==> config.mk <==
export PLATFORM = sky130hd
export DESIGN_NAME = lsu
export DESIGN_NICKNAME = d
export VERILOG_FILES = /design/src/rtl/lsu_pkg.sv /design/src/rtl/lsu_load_align.sv /design/src/rtl/lsu.sv
export SDC_FILE = /design/constraint.sdc
export NUM_CORES = 1
export LEC_CHECK = 0
export CAP_MARGIN = 20
export CORE_MARGIN = 2
export CORE_UTILIZATION = 45
export DETAILED_ROUTE_END_ITERATION = 12
export PLACE_DENSITY_LB_ADDON = 0.2
export SYNTH_ARGS = -nofsm -noshare
export SYNTH_HDL_FRONTEND = slang
export SYNTH_SLANG_ARGS = --single-unit
==> constraint.sdc <==
create_clock -name clk -period 2.35 [get_ports clk]
set_input_delay 0.705 -clock clk [delete_from_list [all_inputs] [get_ports clk]]
set_output_delay 0.705 -clock clk [all_outputs]
set_load 0.05 [all_outputs]
==> src/rtl/lsu_pkg.sv <==
// Shared definitions for the load/store unit: widths, RV32I size codes,
// FSM states, the registered bus payload and request decode helpers.
package lsu_pkg;

  localparam int unsigned XLEN   = 32;
  localparam int unsigned STRB_W = 4;
  localparam int unsigned CNT_W  = 8;

  // RV32I funct3 size codes
  localparam logic [2:0] LSU_B  = 3'b000;
  localparam logic [2:0] LSU_H  = 3'b001;
  localparam logic [2:0] LSU_W  = 3'b010;
  localparam logic [2:0] LSU_BU = 3'b100;
  localparam logic [2:0] LSU_HU = 3'b101;

  typedef enum logic [1:0] {
    LSU_IDLE = 2'd0,
    LSU_REQ  = 2'd1,
    LSU_RESP = 2'd2
  } lsu_state_e;

  // Everything driven onto the data-memory bus during a request
  typedef struct packed {
    logic              we;
    logic [XLEN-1:0]   addr;
    logic [XLEN-1:0]   wdata;
    logic [STRB_W-1:0] wstrb;
  } lsu_bus_t;

  // 1 when the request must be rejected: illegal size code or misaligned
  function automatic logic lsu_bad_req(input logic we, input logic [2:0] f3,
                                       input logic [1:0] off);
    logic illegal;
    logic misal;
    if (we) illegal = (f3 > LSU_W);
    else    illegal = !(f3 inside {LSU_B, LSU_H, LSU_W, LSU_BU, LSU_HU});
    case (f3[1:0])
      2'b01:   misal = off[0];
      2'b10:   misal = (off != 2'b00);
      default: misal = 1'b0;
    endcase
    return illegal | misal;
  endfunction

  // Bus payload for an accepted request; loads drive no strobes or data
  function automatic lsu_bus_t lsu_bus_build(input logic we, input logic [2:0] f3,
                                             input logic [XLEN-1:0] addr,
                                             input logic [XLEN-1:0] data);
    lsu_bus_t b;
    b.we    = we;
    b.addr  = {addr[XLEN-1:2], 2'b00};
    b.wdata = '0;
    b.wstrb = '0;
    if (we) begin
      case (f3[1:0])
        2'b00: begin
          b.wdata = {4{data[7:0]}};
          b.wstrb = 4'b0001 << addr[1:0];
        end
        2'b01: begin
          b.wdata = {2{data[15:0]}};
          b.wstrb = 4'b0011 << addr[1:0];
        end
        default: begin
          b.wdata = data;
          b.wstrb = 4'b1111;
        end
      endcase
    end
    return b;
  endfunction

endpackage

==> src/rtl/lsu_load_align.sv <==
// Load extraction: picks the byte/half at the given offset of a read word
// and sign- or zero-extends it according to funct3.
//   rdata  : raw bus read word
//   offset : byte offset addr[1:0]
//   funct3 : load size code
//   ext_c  : extended result (combinational)
module load_align
  import lsu_pkg::*;
(
  input  logic [XLEN-1:0] rdata,
  input  logic [1:0]      offset,
  input  logic [2:0]      funct3,
  output logic [XLEN-1:0] ext_c
);

  logic [XLEN-1:0] shifted;

  always_comb begin
    shifted = rdata >> {offset, 3'b000};
    case (funct3)
      LSU_B:   ext_c = {{24{shifted[7]}}, shifted[7:0]};
      LSU_H:   ext_c = {{16{shifted[15]}}, shifted[15:0]};
      LSU_BU:  ext_c = {24'd0, shifted[7:0]};
      LSU_HU:  ext_c = {16'd0, shifted[15:0]};
      default: ext_c = shifted;
    endcase
  end

endmodule

==> src/rtl/lsu.sv <==
// Load/store unit: takes an effective address from the ALU, performs one
// byte/half/word access on a valid/ack data bus and returns the extended
// load value. Misaligned/illegal requests and bus timeouts complete with an
// error flag and no bus activity.
//   req_*        : request from execute (accepted when req_ready)
//   rd_data/done : result and one-cycle completion pulse
//   err_*        : error flags, pulse with done
//   mem_*        : data-memory bus
module lsu
  import lsu_pkg::*;
#(
  parameter int unsigned TIMEOUT = 255
) (
  input  logic              clk,
  input  logic              rst_n,
  input  logic              req_valid,
  output logic              req_ready,
  input  logic              req_we,
  input  logic [2:0]        req_funct3,
  input  logic [XLEN-1:0]   alu_result,
  input  logic [XLEN-1:0]   store_data,
  output logic [XLEN-1:0]   rd_data,
  output logic              done,
  output logic              err_misaligned,
  output logic              err_timeout,
  output logic              mem_req,
  output logic              mem_we,
  output logic [XLEN-1:0]   mem_addr,
  output logic [XLEN-1:0]   mem_wdata,
  output logic [STRB_W-1:0] mem_wstrb,
  input  logic              mem_ack,
  input  logic [XLEN-1:0]   mem_rdata
);

  lsu_state_e       state_q, state_d;
  lsu_bus_t         bus_q, bus_d;
  logic             mem_req_q, mem_req_d;
  logic             ready_q, ready_d;
  logic [2:0]       funct3_q, funct3_d;
  logic [1:0]       off_q, off_d;
  logic [CNT_W-1:0] cnt_q, cnt_d;
  logic [XLEN-1:0]  rd_q, rd_d;
  logic             done_q, done_d;
  logic             errm_q, errm_d;
  logic             errt_q, errt_d;
  logic [XLEN-1:0]  load_ext_c;

  localparam logic [CNT_W-1:0] CNT_LIMIT = CNT_W'(TIMEOUT - 1);

  load_align u_load_align (
    .rdata  (mem_rdata),
    .offset (off_q),
    .funct3 (funct3_q),
    .ext_c  (load_ext_c)
  );

  // Next-state and output decode
  always_comb begin
    state_d   = state_q;
    bus_d     = bus_q;
    mem_req_d = mem_req_q;
    ready_d   = ready_q;
    funct3_d  = funct3_q;
    off_d     = off_q;
    cnt_d     = cnt_q;
    rd_d      = '0;
    done_d    = 1'b0;
    errm_d    = 1'b0;
    errt_d    = 1'b0;

    case (state_q)
      LSU_IDLE: begin
        if (req_valid && ready_q) begin
          funct3_d = req_funct3;
          off_d    = alu_result[1:0];
          ready_d  = 1'b0;
          if (lsu_bad_req(req_we, req_funct3, alu_result[1:0])) begin
            state_d = LSU_RESP;
            done_d  = 1'b1;
            errm_d  = 1'b1;
          end else begin
            state_d   = LSU_REQ;
            mem_req_d = 1'b1;
            cnt_d     = '0;
            bus_d     = lsu_bus_build(req_we, req_funct3, alu_result, store_data);
          end
        end
      end
      LSU_REQ: begin
        // Ack takes priority over the limit in the same cycle
        if (mem_ack) begin
          state_d   = LSU_RESP;
          done_d    = 1'b1;
          mem_req_d = 1'b0;
          bus_d     = '0;
          rd_d      = bus_q.we ? '0 : load_ext_c;
        end else if (cnt_q == CNT_LIMIT) begin
          state_d   = LSU_RESP;
          done_d    = 1'b1;
          errt_d    = 1'b1;
          mem_req_d = 1'b0;
          bus_d     = '0;
        end else if (cnt_q != '1) begin
          cnt_d = cnt_q + CNT_W'(1);
        end
      end
      LSU_RESP: begin
        state_d = LSU_IDLE;
        ready_d = 1'b1;
      end
      default: begin
        state_d   = LSU_IDLE;
        ready_d   = 1'b1;
        mem_req_d = 1'b0;
        bus_d     = '0;
      end
    endcase
  end

  // State and output registers
  always_ff @(posedge clk or negedge rst_n) begin
    if (!rst_n) begin
      state_q   <= LSU_IDLE;
      bus_q     <= '0;
      mem_req_q <= 1'b0;
      ready_q   <= 1'b1;
      funct3_q  <= '0;
      off_q     <= '0;
      cnt_q     <= '0;
      rd_q      <= '0;
      done_q    <= 1'b0;
      errm_q    <= 1'b0;
      errt_q    <= 1'b0;
    end else begin
      state_q   <= state_d;
      bus_q     <= bus_d;
      mem_req_q <= mem_req_d;
      ready_q   <= ready_d;
      funct3_q  <= funct3_d;
      off_q     <= off_d;
      cnt_q     <= cnt_d;
      rd_q      <= rd_d;
      done_q    <= done_d;
      errm_q    <= errm_d;
      errt_q    <= errt_d;
    end
  end

  assign req_ready      = ready_q;
  assign rd_data        = rd_q;
  assign done           = done_q;
  assign err_misaligned = errm_q;
  assign err_timeout    = errt_q;
  assign mem_req        = mem_req_q;
  assign mem_we         = bus_q.we;
  assign mem_addr       = bus_q.addr;
  assign mem_wdata      = bus_q.wdata;
  assign mem_wstrb      = bus_q.wstrb;

endmodule

==> results.txt <==
Slew of the pin with the lowest slew margin - 0.563 ns
I/O pins - 210
Largest net degree at the start of global routing - 48
Outcome - finished clean
Crit-path max FO - 7
WP buf/inv - 2
Register area share after synthesis - 0.523
DRC - 0
Clock network fraction of total power - 0.232
Worst VDD drop - 0.000840 V
P_int - 6.81 mW
Worst slew margin - 0.624
Distinct cell type count of the synthesized netlist - 55
Die Footprint - 0.0136 mm²
Final setup viols - 0
Root buf cell - clkbuf_16
Crit path cell chain - clkdlybuf4s50_1 > nor2b_2 > o21bai_2 > a2111oi_4 > o21ai_4 > buf_6 > mux2_4
Critical path class - in -> reg
First DRT Iteration DRCs - 373
Final setup margin - 0.0137 ns
Initial antenna violation count - 0
Synth top area share - 0.518
EDFF count, synth - 0
Post-DRT Antenna Nets - 0
CTS tree - yes
Total track usage - 0.244
DP Wirelength - 12.0 mm
Largest cells by area after synthesis - dfrtp_1 52%, mux2_4 7.4%, a22o_1 4.6%
Vias/cell - 5.27
CTS Hold Bufs - 0
Max-Cap Viols - 0
YS warnings - 0
WL per Instance - 17.5 µm
Worst Path Arrival - 2.63 ns
Die span in x - 117 µm
DRT Wirelength - 16.4 mm
Most common cell in the synthesized netlist - dfrtp_1
Commonest cells post-synth - 118 x dfrtp_1, 69 x nand2_1, 39 x a21oi_1
Leakage power - 4.06 nW
Psw - 4.87 mW
Place WS - -0.652 ns
Part of the cycle the worst path needs - 0.994
Clock Pin Slew Worst Setup and Hold Paths - 0.05 ns
Mean post-synth cell area - 11.1 µm²
Synth area leader - dfrtp_1
Synth async-reset ratio - 1.00
Synthesized area - 0.00570 mm²
Layout cells sized above 1 - 0.174
GPL Wtd Cong - 0.870
CTS Buffer Depth - 2
Die H - 117 µm
Synthesis-stage register bit count - 119
Vias in the first global route - 4942
Fin. Hold Viols - 0
Total gr overflow - 0
Ys flop type - dfrtp_1
I/O Buffers - 207
Seq pwr share - 0.269
Crit path max-delay cell type - clkdlybuf4s50_1
Logic pwr share - 0.498
Area growth syn-to-layout - 56.7%
Period minus WS final - 2.34 ns
Fin Clk Skew - 0.00509 ns
CP Data Required Time - 2.64 ns
# fillers - 905
Max incr delay on CP - 0.56 ns
CORE AREA - 0.0125 mm²
Crit path max-delay family - buffers and inverters
Htree depth - 4
CTS Sinks - 119
Initial core utilization - 0.457
Pwr dens - 1310 mW/mm²
Fin nets - 863
Worst setup EP type - register
Fmax - 0.428 GHz
Type of the tightest min-delay check - in -> async
Sw Ratio - 0.417
CP Launch Type - input port
Post-Syn Instances - 515
First-pass GRT wire length - 25.3 mm
Vias post-DR - 4940
WHS - 0.271 ns
Worst-Skew Late Latency - 0.41 ns
Fin. max-slew vios - 0
Std-Cell Rows - 41
TritonCTS buffer count - 17
DR pass1 iterations - 5
Post-Route Setup TNS - 0 ns
Diodes inserted - 0
-- state kept, by name, summed over array words and instances (netlist names) --
signal,cells
mem_wdata,32
rd_data,32
mem_addr,30
cnt_q,8
mem_wstrb,4
funct3_q,3
off_q,2
state_q,2
done,1
err_misaligned,1
err_timeout,1
mem_req,1
mem_we,1
req_ready,1
-- kinds of logic after synthesis --
logic type               after synthesis  synth area share
AND/OR/NAND/NOR                      151             0.125
AO/OA/AOI/OAI                        148             0.186
flip-flops                           119             0.523
multiplexers                          50             0.115
buffers and inverters                 41            0.0393
adder cells (fa/ha/maj)                5            0.0110
other                                  1          0.000658
-- metrics by stage --
| step | power, mW | cells | util | cell area, µm² |
|---|---|---|---|---|
| 2_1_floorplan | 6.95 | 516 | - | 5740 |
| 3_3_place_gp | 8.82 | 903 | 0.661 | 8230 |
| 4_1_cts | 11.7 | 937 | 0.715 | 8910 |
| 6_report | 11.7 | 938 | 0.716 | 8930 |
| 3_5_place_dp | 8.91 | 903 | 0.661 | 8230 |
| 5_1_grt | 12.2 | 938 | 0.716 | 8930 |
-- cells in the final DEF, fill, tap and decap left out, types with 5 or more instances in the layout --
| cell type | synthesis | routed |
|---|---|---|
| clkdlybuf4s50_1 | 0 | 200 |
| nor2b_1 | 10 | 9 |
| dfrtp_1 | 118 | 118 |
| a31oi_1 | 8 | 8 |
| a211oi_1 | 14 | 14 |
| o2bb2ai_1 | 9 | 9 |
| o31ai_1 | 5 | 5 |
| buf_12 | 0 | 6 |
| mux2i_1 | 20 | 20 |
| nand2b_1 | 6 | 5 |
| clkbuf_16 | 0 | 17 |
| mux2_4 | 28 | 28 |
| or4_1 | 5 | 5 |
| o21a_1 | 10 | 9 |
| nor2_1 | 26 | 25 |
| a21oi_1 | 39 | 39 |
| buf_4 | 3 | 41 |
| and3_1 | 6 | 6 |
| o21ai_0 | 12 | 12 |
| nand2_1 | 69 | 69 |
| a22o_1 | 30 | 30 |
| nand3_1 | 12 | 12 |
-- path summary, 6_finish.rpt --
kind                        startpoint            end  slack [ns]  cells after the start
hold reg to reg            mem_addr[5]    mem_addr[5]        0.49                      1
setup reg to reg              cnt_q[0]  mem_wdata[16]        0.20                      7
setup / recovery                req_we  mem_wdata[16]        0.01                      7
min in group clk           mem_addr[5]    mem_addr[5]        0.49                      1
hold / removal                   rst_n    rd_data[16]        0.27                      1
max in group asynchronous        rst_n      req_ready        1.43                      2
-- routing by layer --
layer / vias to the layer above / global-route usage / share of wire
li1: 2332 / - / -
met1: 2386 / 0.315 / 0.42
met2: 193 / 0.397 / 0.49
met3: 29 / 0.0612 / 0.068
met4: 0 / 0.0952 / 0.024
met5: - / 0 / 0
-- power by group through the flow --
stage	registers (mW)	clock network [mW]	logic, mW
CTS	3.14	2.75	5.83
global placement	3.15	0	5.67
detailed placement	3.15	0	5.76
floorplan	5.05	0	1.90
finish	3.14	2.71	5.81
global route	3.22	2.86	6.11
-- repair_timing --
action	in CTS	in global routing
gates resized for setup	11	4
setup endpoints to repair	73	71
gates cloned	1	0
setup buffers	2	1
pin swaps	3	1
-- layout make-up --
type,instances,area (µm²),share of cell area
repair buffers,256,2550,0.285
inverters,4,18.8,0.00210
clock buffers,23,468,0.0524
flip-flops and latches,119,2980,0.334
clock inverters,8,146,0.0164
well taps,172,215,0.0241
multi-input cells,356,2550,0.286
Power figures use the tool's default switching activity.
